==> src/rtl/tone_scheduler.sv <==
// tone_scheduler: one shared square-wave tone divider serving four piano lanes.
// Lanes post note requests. A round-robin arbiter picks a pending lane, the
// divider plays that lane's half-period for a fixed duration, and a silent
// gap follows before the next note.
// Optional build macro TONE_RETRIGGER_EN: a request from the playing lane
// extends the current note instead of queueing a replay.
module tone_scheduler #(
  parameter int unsigned HALF0      = 95556,
  parameter int unsigned HALF1      = 85131,
  parameter int unsigned HALF2      = 75843,
  parameter int unsigned HALF3      = 71586,
  parameter int unsigned DUR_CYCLES = 25000000,
  parameter int unsigned GAP_CYCLES = 2500000
) (
  input  logic       clk,
  input  logic       rst_n,
  input  logic [3:0] req,
  input  logic       enable,
  output logic       tone_out,
  output logic [3:0] grant,
  output logic [1:0] active_lane,
  output logic       busy,
  output logic       note_done
);

  typedef enum logic [1:0] {IDLE, PLAY, GAP} state_t;

  localparam logic [31:0] DUR_LAST = 32'(DUR_CYCLES - 1);
  localparam logic [31:0] GAP_LAST = 32'(GAP_CYCLES - 1);

  state_t      state, state_nx;
  logic [3:0]  pend;
  logic [3:0]  grant_nx;
  logic [3:0]  req_eff;
  logic [1:0]  last;
  logic [1:0]  pick;
  logic [1:0]  cand;
  logic        found;
  logic        retrig;
  logic [31:0] half;
  logic [31:0] half_sel;
  logic [31:0] div_cnt;
  logic [31:0] dur_cnt;
  logic [31:0] gap_cnt;

`ifdef TONE_RETRIGGER_EN
  // A request from the lane already playing restarts its duration.
  assign retrig = (state == PLAY) && req[active_lane];
`else
  assign retrig = 1'b0;
`endif

  // A retrigger request is consumed by the note itself, never queued.
  assign req_eff = retrig ? (req & ~(4'b0001 << active_lane)) : req;

  // Round-robin search starting one past the last granted lane.
  always_comb begin
    pick  = last;
    found = 1'b0;
    cand  = last;
    for (int k = 1; k <= 4; k++) begin
      cand = last + 2'(k);
      if (!found && pend[cand]) begin
        pick  = cand;
        found = 1'b1;
      end
    end
  end

  // Half-period lookup for the lane about to be granted.
  always_comb begin
    half_sel = 32'(HALF0);
    case (pick)
      2'd0: half_sel = 32'(HALF0);
      2'd1: half_sel = 32'(HALF1);
      2'd2: half_sel = 32'(HALF2);
      2'd3: half_sel = 32'(HALF3);
      default: half_sel = 32'(HALF0);
    endcase
  end

  // Next-state and grant decode.
  always_comb begin
    state_nx = state;
    grant_nx = 4'b0000;
    case (state)
      IDLE: if (enable && found) begin
        state_nx = PLAY;
        grant_nx = 4'b0001 << pick;
      end
      // Abort on mute; a retrigger beats the end-of-duration compare.
      PLAY: if (!enable || (!retrig && dur_cnt == DUR_LAST)) state_nx = GAP;
      GAP:  if (gap_cnt == GAP_LAST) state_nx = IDLE;
      default: state_nx = IDLE;
    endcase
  end

  // State register.
  always_ff @(posedge clk or negedge rst_n) begin
    if (!rst_n) state <= IDLE;
    else        state <= state_nx;
  end

  // Pending requests, arbiter pointer, divider, counters and registered outputs.
  always_ff @(posedge clk or negedge rst_n) begin
    if (!rst_n) begin
      pend        <= 4'b0000;
      last        <= 2'd3;
      grant       <= 4'b0000;
      active_lane <= 2'd0;
      tone_out    <= 1'b0;
      note_done   <= 1'b0;
      busy        <= 1'b0;
      half        <= 32'd1;
      div_cnt     <= 32'd0;
      dur_cnt     <= 32'd0;
      gap_cnt     <= 32'd0;
    end else begin
      pend      <= (pend & ~grant_nx) | req_eff;
      grant     <= grant_nx;
      busy      <= (state_nx != IDLE);
      note_done <= 1'b0;
      case (state)
        IDLE: if (state_nx == PLAY) begin
          last        <= pick;
          active_lane <= pick;
          half        <= half_sel;
          div_cnt     <= 32'd0;
          dur_cnt     <= 32'd0;
          tone_out    <= 1'b0;
        end
        PLAY: if (state_nx == GAP) begin
          tone_out  <= 1'b0;
          gap_cnt   <= 32'd0;
          note_done <= enable;  // only a completed note reports done
        end else begin
          if (div_cnt == half - 32'd1) begin
            tone_out <= ~tone_out;
            div_cnt  <= 32'd0;
          end else begin
            div_cnt <= div_cnt + 32'd1;
          end
          dur_cnt <= retrig ? 32'd0 : dur_cnt + 32'd1;
        end
        GAP: begin
          tone_out <= 1'b0;
          gap_cnt  <= gap_cnt + 32'd1;
        end
        default: tone_out <= 1'b0;
      endcase
    end
  end

endmodule

==> config.mk <==
export PLATFORM = sky130hd
export DESIGN_NAME = tone_scheduler
export DESIGN_NICKNAME = d
export VERILOG_FILES = /design/src/rtl/tone_scheduler.sv
export SDC_FILE = /design/constraint.sdc
export NUM_CORES = 1
export LEC_CHECK = 0
export ABC_AREA = 1
export ABC_CLOCK_PERIOD_IN_PS = 5700
export BUFFER_PORTS_ARGS = -buffer_cell sky130_fd_sc_hd__buf_2
export CAP_MARGIN = 20
export CORE_UTILIZATION = 54
export DETAILED_ROUTE_END_ITERATION = 8
export MAX_ROUTING_LAYER = met4
export PLACE_DENSITY = 0.78
export SYNTH_ARGS = -nofsm -noshare
export SYNTH_HDL_FRONTEND = slang
export SYNTH_SLANG_ARGS = --single-unit
==> constraint.sdc <==
create_clock -name clk -period 5.7 [get_ports clk]
set_clock_uncertainty 0.1 [all_clocks]
set_input_delay 0 -clock clk [delete_from_list [all_inputs] [get_ports clk]]
set_output_delay 0 -clock clk [all_outputs]
set_load 0.005 [all_outputs]
==> results.txt, run 1 <==
The aggregate global-route resource usage came out at 28.8%. The first-pass GRT wire length came out at 35500 um. After clock tree synthesis, the clock-pin slew on the worst setup and hold paths is roughly 0.060 ns. The final number of hold-violating endpoints is 0. Derived from the worst setup path, the maximum achievable clock frequency is 0.289 GHz. The worst-case vdd ir drop came out at roughly 190 uV. The cell count of the worst reg-to-reg path is 11.

The number of vias after detailed routing is roughly 8k. The path class of the tightest hold or removal check is in2async. The final standard cell utilization of the core is 61.5%. TritonCTS built the clock tree. The power density normalized to cell area came out at between 200 and 250 mW/mm^2. Summing all placed instances gives a cell area of 0.00842 sq mm. The initial antenna violation count is 0.

Of the synthesized area, sequential elements account for roughly 38%. The count of filler cells inserted in the layout is about 1.3k. The worst setup path is of the reg2reg kind.

When the netlist entered floorplanning its net count stood at ~1.2k. The worst setup path is captured at a flip-flop. During I/O placement, the number of pins put on the boundary was 16. The number of different library cells in the post-synthesis netlist came out at 48. The average cell area after synthesis is ~7 sq um. After the last flow step, the layout net total stands at around 1.2k. Setup violations remaining at the end of the flow were counted as 0. The end point of the critical path is dur_cnt[10].

The die area is approximately 0.016 sq mm. Counting every sink on the clock net gives about 120. In the routed layout, each cell is associated on average with a via count of roughly 5.7.

The synthesized cell area is a little over 0.008 sq mm. The worst-margin pin slew is 0.951 ns. The area of all placed cells without fillers is ~0.009 sq mm.

The gate count after technology mapping is approximately 1.2k. The worst setup path startpoint is last[0]. The floorplan step set the die height to between 100 and 150 um. The pre-antenna-repair detailed-routing pass consisted of 5 iterations.

The share of final-layout standard cells stronger than drive strength 1 came out at just under 8%. Of all nets on the critical path, the largest fanout is between 40 and 50. The startpoint type of the worst setup path is a flip-flop.

The number of global-route vias before repair is ~7.4k. The tree is rooted in a sky130_fd_sc_hd__clkbuf_16. The total placed cells including tap cells came out at 1357. The number of gates resized after CTS was 0. The critical path arrival came out at about 3.6 ns. The number of clock buffers added by TritonCTS is 17. The antenna diode instance count came out at 0. In this run the static leakage power is 4.14 nW. The register bit count reported by yosys is between 100 and 150. The clock period minus final worst setup slack came out at 3.46 ns. The starting density of the core came out at between 50% and 60%. The maximum number of buffers from clock root to sink came out at 2.

The worst register-to-register path ends at dur_cnt[10]. After legalization and detailed placement, the total HPWL measured approximately 15000 um. The weighted congestion at the end of routability-driven global placement is about 0.94. The count of pins over their slew limit is 0. The count of buffers added on input and output ports is 15. The flow ran to the end, and the final reports show no timing, DRC or antenna violations.

The number of remaining DRC errors is 0. The average routed wire per standard cell is 15.1 um. Setup repair after global routing left no endpoint under its margin. The worst path required time came out at 5.88 ns. The pin count of the biggest net entering global routing came out at 77. For flop-to-flop paths, the worst setup slack is about 2.2 ns. The maximum level of the CTS H-tree came out at 4. The total negative setup slack is 0 ns. Summed over all layers, the global routing overflow is 0.

The max-capacitance violation count came out at 0. The core region is about 0.015 sq mm. The final cycle utilization of the critical path is between 60 and 70%. In this run the horizontal extent of the chip is between 100 and 150 um. The worst slew margin relative to its limit came out at between 30% and 40%. The routed design has between 20000 and 25000 um of wire. The number of synthesis warnings came out at 0.

From synthesis to final layout, the design area changed by 9.68%. The first-iteration detailed-routing DRC count came out at between 800 and 900. The source-to-sink clock delay at the later pin of the worst-skew pair is just over 0.4 ns. The residual antenna-violating net count after detailed routing is 0. The number of standard-cell rows in the floorplan is 44. In this run the critical register-to-register path is launched from last[0]. The post-layout instance count excluding filler cells is between 1k and 1.5k.
## area by class of cell
type	instances	area (sq um)	share of cell area, %
multi-input cells	871	4380	48.3
clock buffers	26	509	5.61
repair buffers	23	153	1.68
clock inverters	6	86.3	0.952
well taps	184	230	2.54
flip-flops and latches	124	3110	34.2
inverters	161	607	6.69
## registers in the layout (all words and copies together) (netlist names)
name,cells
active_lane,1
busy,1
div_cnt,32
dur_cnt,32
gap_cnt,32
grant,4
half,12
last,2
note_done,1
pend,4
state,2
tone_out,1
## cell families after synthesis
group / synth area share, %
AOI/OAI and AO/OA: 11.4
xor gates and xnor gates: 3.39
adders and majority gates: 1.66
buffers and inverters: 9.49
DFF: 37.6
and+or+nand+nor: 36.5
## per-layer routing
metal  track usage (%)  wire [um]  part of all wire, %  vias to the layer above
met4              8.79        313                  1.5                        0
met1              39.4       9720                   46                     3682
li1                  -          -                    -                     3914
met3              3.31       1350                  6.4                       29
met2              45.2       9650                   46                      281
met5                 -          0                    0                        -
## worst max-delay path, stage by stage (launching register included)
cell and delay (ns):
sky130_fd_sc_hd__dfstp_2 0.63, sky130_fd_sc_hd__o21ai_0 0.15, sky130_fd_sc_hd__nand2_1 0.13, sky130_fd_sc_hd__nand2_1 0.11, sky130_fd_sc_hd__nor2_1 0.17, sky130_fd_sc_hd__nand3_1 0.12
sky130_fd_sc_hd__nand2_2 0.51, sky130_fd_sc_hd__nand2_4 0.46, sky130_fd_sc_hd__inv_4 0.52, sky130_fd_sc_hd__nor2_1 0.14, sky130_fd_sc_hd__o21ai_1 0.18, sky130_fd_sc_hd__a21oi_1 0.08
## power by group
part | internal (mW) | leakage [nW] | switching [mW]
Combinational | 0.00541 | 2.36 | 0.0178
Sequential | 0.881 | 1.49 | 0
Clock | 0.702 | 0.291 | 0.384
Total | 1.59 | 4.14 | 0.402
## worst min path at each step
stage | depth (start not counted) | start | endpoint | slack [ns]
after detailed placement | 1 | rst_n | dur_cnt[19] | -0.05
after CTS | 2 | rst_n | dur_cnt[19] | 0.06
after floorplan | 0 | rst_n | active_lane[1] | -0.40
final | 2 | rst_n | dur_cnt[19] | 0.04
after global routing | 2 | rst_n | dur_cnt[17] | 0.10
after global placement | 1 | rst_n | dur_cnt[19] | -0.05
## Yosys cell counts, drive strengths merged
master  number  share of area, %
nand2      301                14
inv        161               7.3
nor2       144               7.3
dfrtp      121                37
nand3       99               6.4
o21ai       80               5.3
nor3        50               3.2
a21oi       49               3.0
nand4       39               3.0
xor2        26               2.8
nor4        19               1.4
buf         17               1.6
clkbuf      11              0.50
ha          11               1.7
a31oi        8              0.61
o21bai       8              0.73
xnor2        6              0.64
a22oi        5              0.45
nand3b       5              0.45
o31ai        4              0.36
and3         3              0.23
dfstp        3              0.95
nor3b        3              0.27
o32ai        2              0.21
a211oi       1             0.091
a21boi       1             0.091
a22o         1              0.11
and2         1             0.076
nand2b       1             0.076
o211ai       1              0.15
o21a         1             0.091
o221ai       1              0.11
o22ai        1             0.076
## through the flow
| stage | hold slack, ns | power [mW] | setup slack (ns) |
|---|---|---|---|
| 6_report | 0.0360 | 1.99 | 2.24 |
| 3_3_place_gp | -0.0457 | 0.918 | 2.45 |
| 3_5_place_dp | -0.0456 | 0.918 | 2.34 |
| 2_1_floorplan | -0.396 | 0.897 | 3.29 |
| 4_1_cts | 0.0596 | 2.00 | 2.27 |
| 5_1_grt | 0.103 | 2.04 | 1.91 |
## placed cells by master, fill, tap and decap left out, types with 2 or more instances in the layout
cell	count
sky130_fd_sc_hd__and3_1	3
sky130_fd_sc_hd__nor2_1	129
sky130_fd_sc_hd__xor2_1	26
sky130_fd_sc_hd__o21ai_2	11
sky130_fd_sc_hd__dfstp_2	3
sky130_fd_sc_hd__a21oi_1	49
sky130_fd_sc_hd__nor3_2	3
sky130_fd_sc_hd__nand4_1	39
sky130_fd_sc_hd__nor3_1	47
sky130_fd_sc_hd__ha_1	11
sky130_fd_sc_hd__a22oi_1	5
sky130_fd_sc_hd__o21ai_1	4
sky130_fd_sc_hd__xnor2_1	6
sky130_fd_sc_hd__a31oi_1	8
sky130_fd_sc_hd__clkbuf_16	17
sky130_fd_sc_hd__nor3b_1	3
sky130_fd_sc_hd__clkbuf_1	4
sky130_fd_sc_hd__inv_1	156
sky130_fd_sc_hd__o21bai_1	8
sky130_fd_sc_hd__inv_2	4
sky130_fd_sc_hd__nor2_2	10
sky130_fd_sc_hd__nand2_1	293
sky130_fd_sc_hd__nor2_4	5
sky130_fd_sc_hd__dfrtp_1	121
sky130_fd_sc_hd__nand3_2	4
sky130_fd_sc_hd__clkbuf_8	5
sky130_fd_sc_hd__o32ai_1	2
sky130_fd_sc_hd__o21ai_0	65
sky130_fd_sc_hd__buf_2	14
sky130_fd_sc_hd__buf_4	3
sky130_fd_sc_hd__nand2_4	4
sky130_fd_sc_hd__bufinv_16	2
sky130_fd_sc_hd__o31ai_1	4
sky130_fd_sc_hd__clkinv_2	2
sky130_fd_sc_hd__nand3_1	94
sky130_fd_sc_hd__nand3b_1	5
sky130_fd_sc_hd__nand2_2	4
sky130_fd_sc_hd__nor4_1	19
sky130_fd_sc_hd__dlygate4sd3_1	6
## repair_timing
item	4_1_cts	5_1_grt
buffers inserted	0	0
hold buffers	6	0
endpoints found under the hold margin	54	0
endpoints found under the setup margin	0	0
No activity file was read; power rests on OpenSTA's default activity.
==> run 2: changes to the inputs <==
ABC_CLOCK_PERIOD_IN_PS = 2890   (was 5700)
PLACE_DENSITY = 0.81   (was 0.78)
clock period = 2.89 ns   (was 5.7 ns; I/O delays follow)
==> run 2 against run 1 <==
Net effect: register-to-register slack got worse by 2.0 ns; via count rose by 0.81%; sequential share of layout area fell by 0.26 points; core utilization rose by 0.47 points; die area did not move; global-route usage barely moved; clock power rose by 83%; flip-flop and latch count did not move; routed wire length rose by 0.16%.
==> results.txt, run 2 (synthesis results as in run 1) <==
The detailed-route vias per instance came out at between 5 and 6. 16 I/O pins were placed. Setup repair after global routing left no endpoint under its margin.

The count of TritonRoute iterations in the first routing pass is 6. The average routed wire per standard cell came out at between 10 and 15 um. The area of all placed cells without fillers came out at 0.00914 sq mm. The area growth from synthesis to layout is 10.5%. The final cycle utilization of the critical path came out at about 92%. The residual antenna-violating net count after detailed routing came out at 0. The share of final-layout standard cells stronger than drive strength 1 is under 10%.

Once detailed placement completed, the half-perimeter wirelength came to roughly 15000 um. The min-delay analysis places its worst path in the category in2async. The worst setup path is launched from a flip-flop. The count of buffers from port buffering is 15. Global routing used between 20% and 30% of the available tracks across all layers. The buffer cell driving the clock tree root is sky130_fd_sc_hd__clkbuf_16.

For this block, the initial DRC count from the detailed router was between 600 and 700. In this run the static leakage power is 4.18 nW. The number of global-route vias before repair came out at about 7.4k. The weighted congestion at the end of routability-driven global placement is slightly below 1.

At the placement stage, the worst setup path has a slack of roughly 0.27 ns. The reg-to-reg setup timing slack came out at roughly 0.24 ns. In the layout the commonest cells are sky130_fd_sc_hd__nand2_1, sky130_fd_sc_hd__inv_1, sky130_fd_sc_hd__nor2_1, sky130_fd_sc_hd__dfrtp_1, sky130_fd_sc_hd__nand3_1. The starting density of the core is a little under three fifths. For the worst-skew pair, the clock arrives at the later sink with an insertion delay of roughly 0.42 ns.

Leaving out fill and tap cells, the most frequent cell in the layout is sky130_fd_sc_hd__nand2_1. The antenna diode instance count is 0. The run finished with clean final reports. The clock net in this run drives a total of between 100 and 150 sinks. Timing would allow up to 0.377 GHz.

The worst slew margin relative to its limit is about 45%. The initial antenna violation count came to 0. In this run the number of H-tree levels came out at 4. Summed over all layers, the global routing overflow is 0. The element type at the critical path end is a flip-flop. The highest net fanout along the worst path came out at 9. The power density normalized to cell area is 415 mW/mm^2. The clock input transition at the sequential cells of the worst setup and hold paths came out at 0.05 ns. The die area came out at between 0.015 and 0.02 sq mm.

The floorplan die height came out at ~130 um. The die width came out at around 130 um. The final number of hold-violating endpoints is 0. The worst setup path is of the reg2reg kind.

The final setup violation count is 0. The total negative setup slack is 0 ns. The pin count of the biggest net entering global routing came out at slightly above 60. In the global route stage, met1 resource usage came out at ~37%. The clock period minus final worst setup slack came out at between 2 and 3 ns. The count of pins over their slew limit is 0. met2 is the most crowded layer. The post-detailed-routing wire length came out at around 21000 um. The worst path required time came out at roughly 3.1 ns. The critical path arrival came out at approximately 2.8 ns. At the end of the flow, the number of nets in the layout was roughly 1.2k. The core box area is between 0.01 and 0.015 sq mm. Global routing consumed, on the met2 layer, roughly 46% of the routing resources.

Hold is met by between 0.08 and 0.09 ns. The worst-margin pin slew came out at 0.825 ns. Across all setup checks in the final design, the least slack found is between 0.2 and 0.25 ns. The endpoint identified for the worst register-to-register timing path is half[13]. The worst-case vdd ir drop is around 440 uV. Buffers inserted during clock tree synthesis total 17. Across the run, the number of max-cap violations was 0. The startpoint identified for the worst register-to-register timing path is last[0].

For this design, the slowest cell found on the critical path is sky130_fd_sc_hd__dfstp_2. Summing over every cut layer, the via total after detailed routing is between 7k and 8k. In this run the worst setup path begins at last[0]. On the worst path, the slowest cell contributes a delay of between 0.6 and 0.7 ns. The clock passes through at most 2 buffers. Walking the worst path, the cells encountered are inv_1, nand2_1, o21ai_1, nand2_1, nand2_1, nor2_1, nand2b_1, nand3_1, xor2_1, inv_1, ha_1, nor2_1, a22oi_1.

The largest registers in the layout are div_cnt x32, dur_cnt x32, gap_cnt x32. The buffers inserted during post-CTS setup optimization came out at 0. The most numerous cell type found on the critical path is sky130_fd_sc_hd__nand2_1. The met3 capacity usage during global routing came out at ~5.2%. The number of standard-cell rows in the floorplan is 44. The instance area at placement is 0.00851 sq mm. The first global-routing pass estimated ~35000 um of wire. TritonCTS built the clock tree. The cell count of the worst reg-to-reg path came out at 13. The number of remaining DRC errors is 0.
[run 2: changes by cell type in the layout (fill, tap and decap cells not counted), sizes merged]
cell,change
buf,+11
bufinv,-1
clkbuf,-1
clkinv,+1
clkinvlp,+1
[run 2: per-layer routing]
| metal | up-vias | share of wire [%] | wire length (um) |
|---|---|---|---|
| li1 | 3949 | - | - |
| met1 | 3684 | 45 | 9410 |
| met2 | 301 | 47 | 9910 |
| met3 | 36 | 6.5 | 1360 |
| met4 | 0 | 1.8 | 386 |
| met5 | - | 0 | 0 |
[run 2: metrics by stage]
stage	power [mW]	utilization, %	std cells
6_report	3.79	61.9	1406
5_1_grt	3.90	61.9	1406
4_1_cts	3.81	61.8	1406
3_5_place_dp	1.81	57.7	1368
3_3_place_gp	1.81	57.7	1368
2_1_floorplan	1.77	-	1184
[run 2: power by group]
part           total (mW)  leakage, nW  internal, mW  switching (mW)
clock                2.00        0.267          1.24           0.761
combinational      0.0498         2.42        0.0135          0.0363
sequential           1.74         1.49          1.74               0
[run 2: cell type report]
| cell class | instances | area, sq um |
|---|---|---|
| timing repair buffer | 34 | 248 |
| tap | 184 | 230 |
| fill | 1285 | 5610 |
| clock buffer | 25 | 485 |
| clock inverter | 7 | 65.1 |
| inverter | 161 | 607 |
| multi-input combinational | 871 | 4400 |
| sequential | 124 | 3110 |
[run 2: worst max-delay path by stage]
| stage | end | cells after the start |
|---|---|---|
| after global placement | tone_out | 16 |
| final | half[13] | 13 |
| after floorplan | half[0] | 15 |
| after CTS | tone_out | 16 |
| after global routing | half[13] | 13 |
| after detailed placement | tone_out | 16 |
[run 2: critical path, delay by kind of cell (launching register included)]
family / cells / cell delay, ns
DFF: 1 / 0.62
AOI/OAI and AO/OA: 2 / 0.18
xor gates and xnor gates: 1 / 0.30
adders and majority gates: 1 / 0.22
buffers and inverters: 2 / 0.25
and+or+nand+nor: 7 / 0.83
[run 2: what timing repair did]
action,in CTS,in global routing
setup endpoints to repair,0,2
endpoints found under the hold margin,65,0
gates resized for setup,0,3
hold buffers,6,0
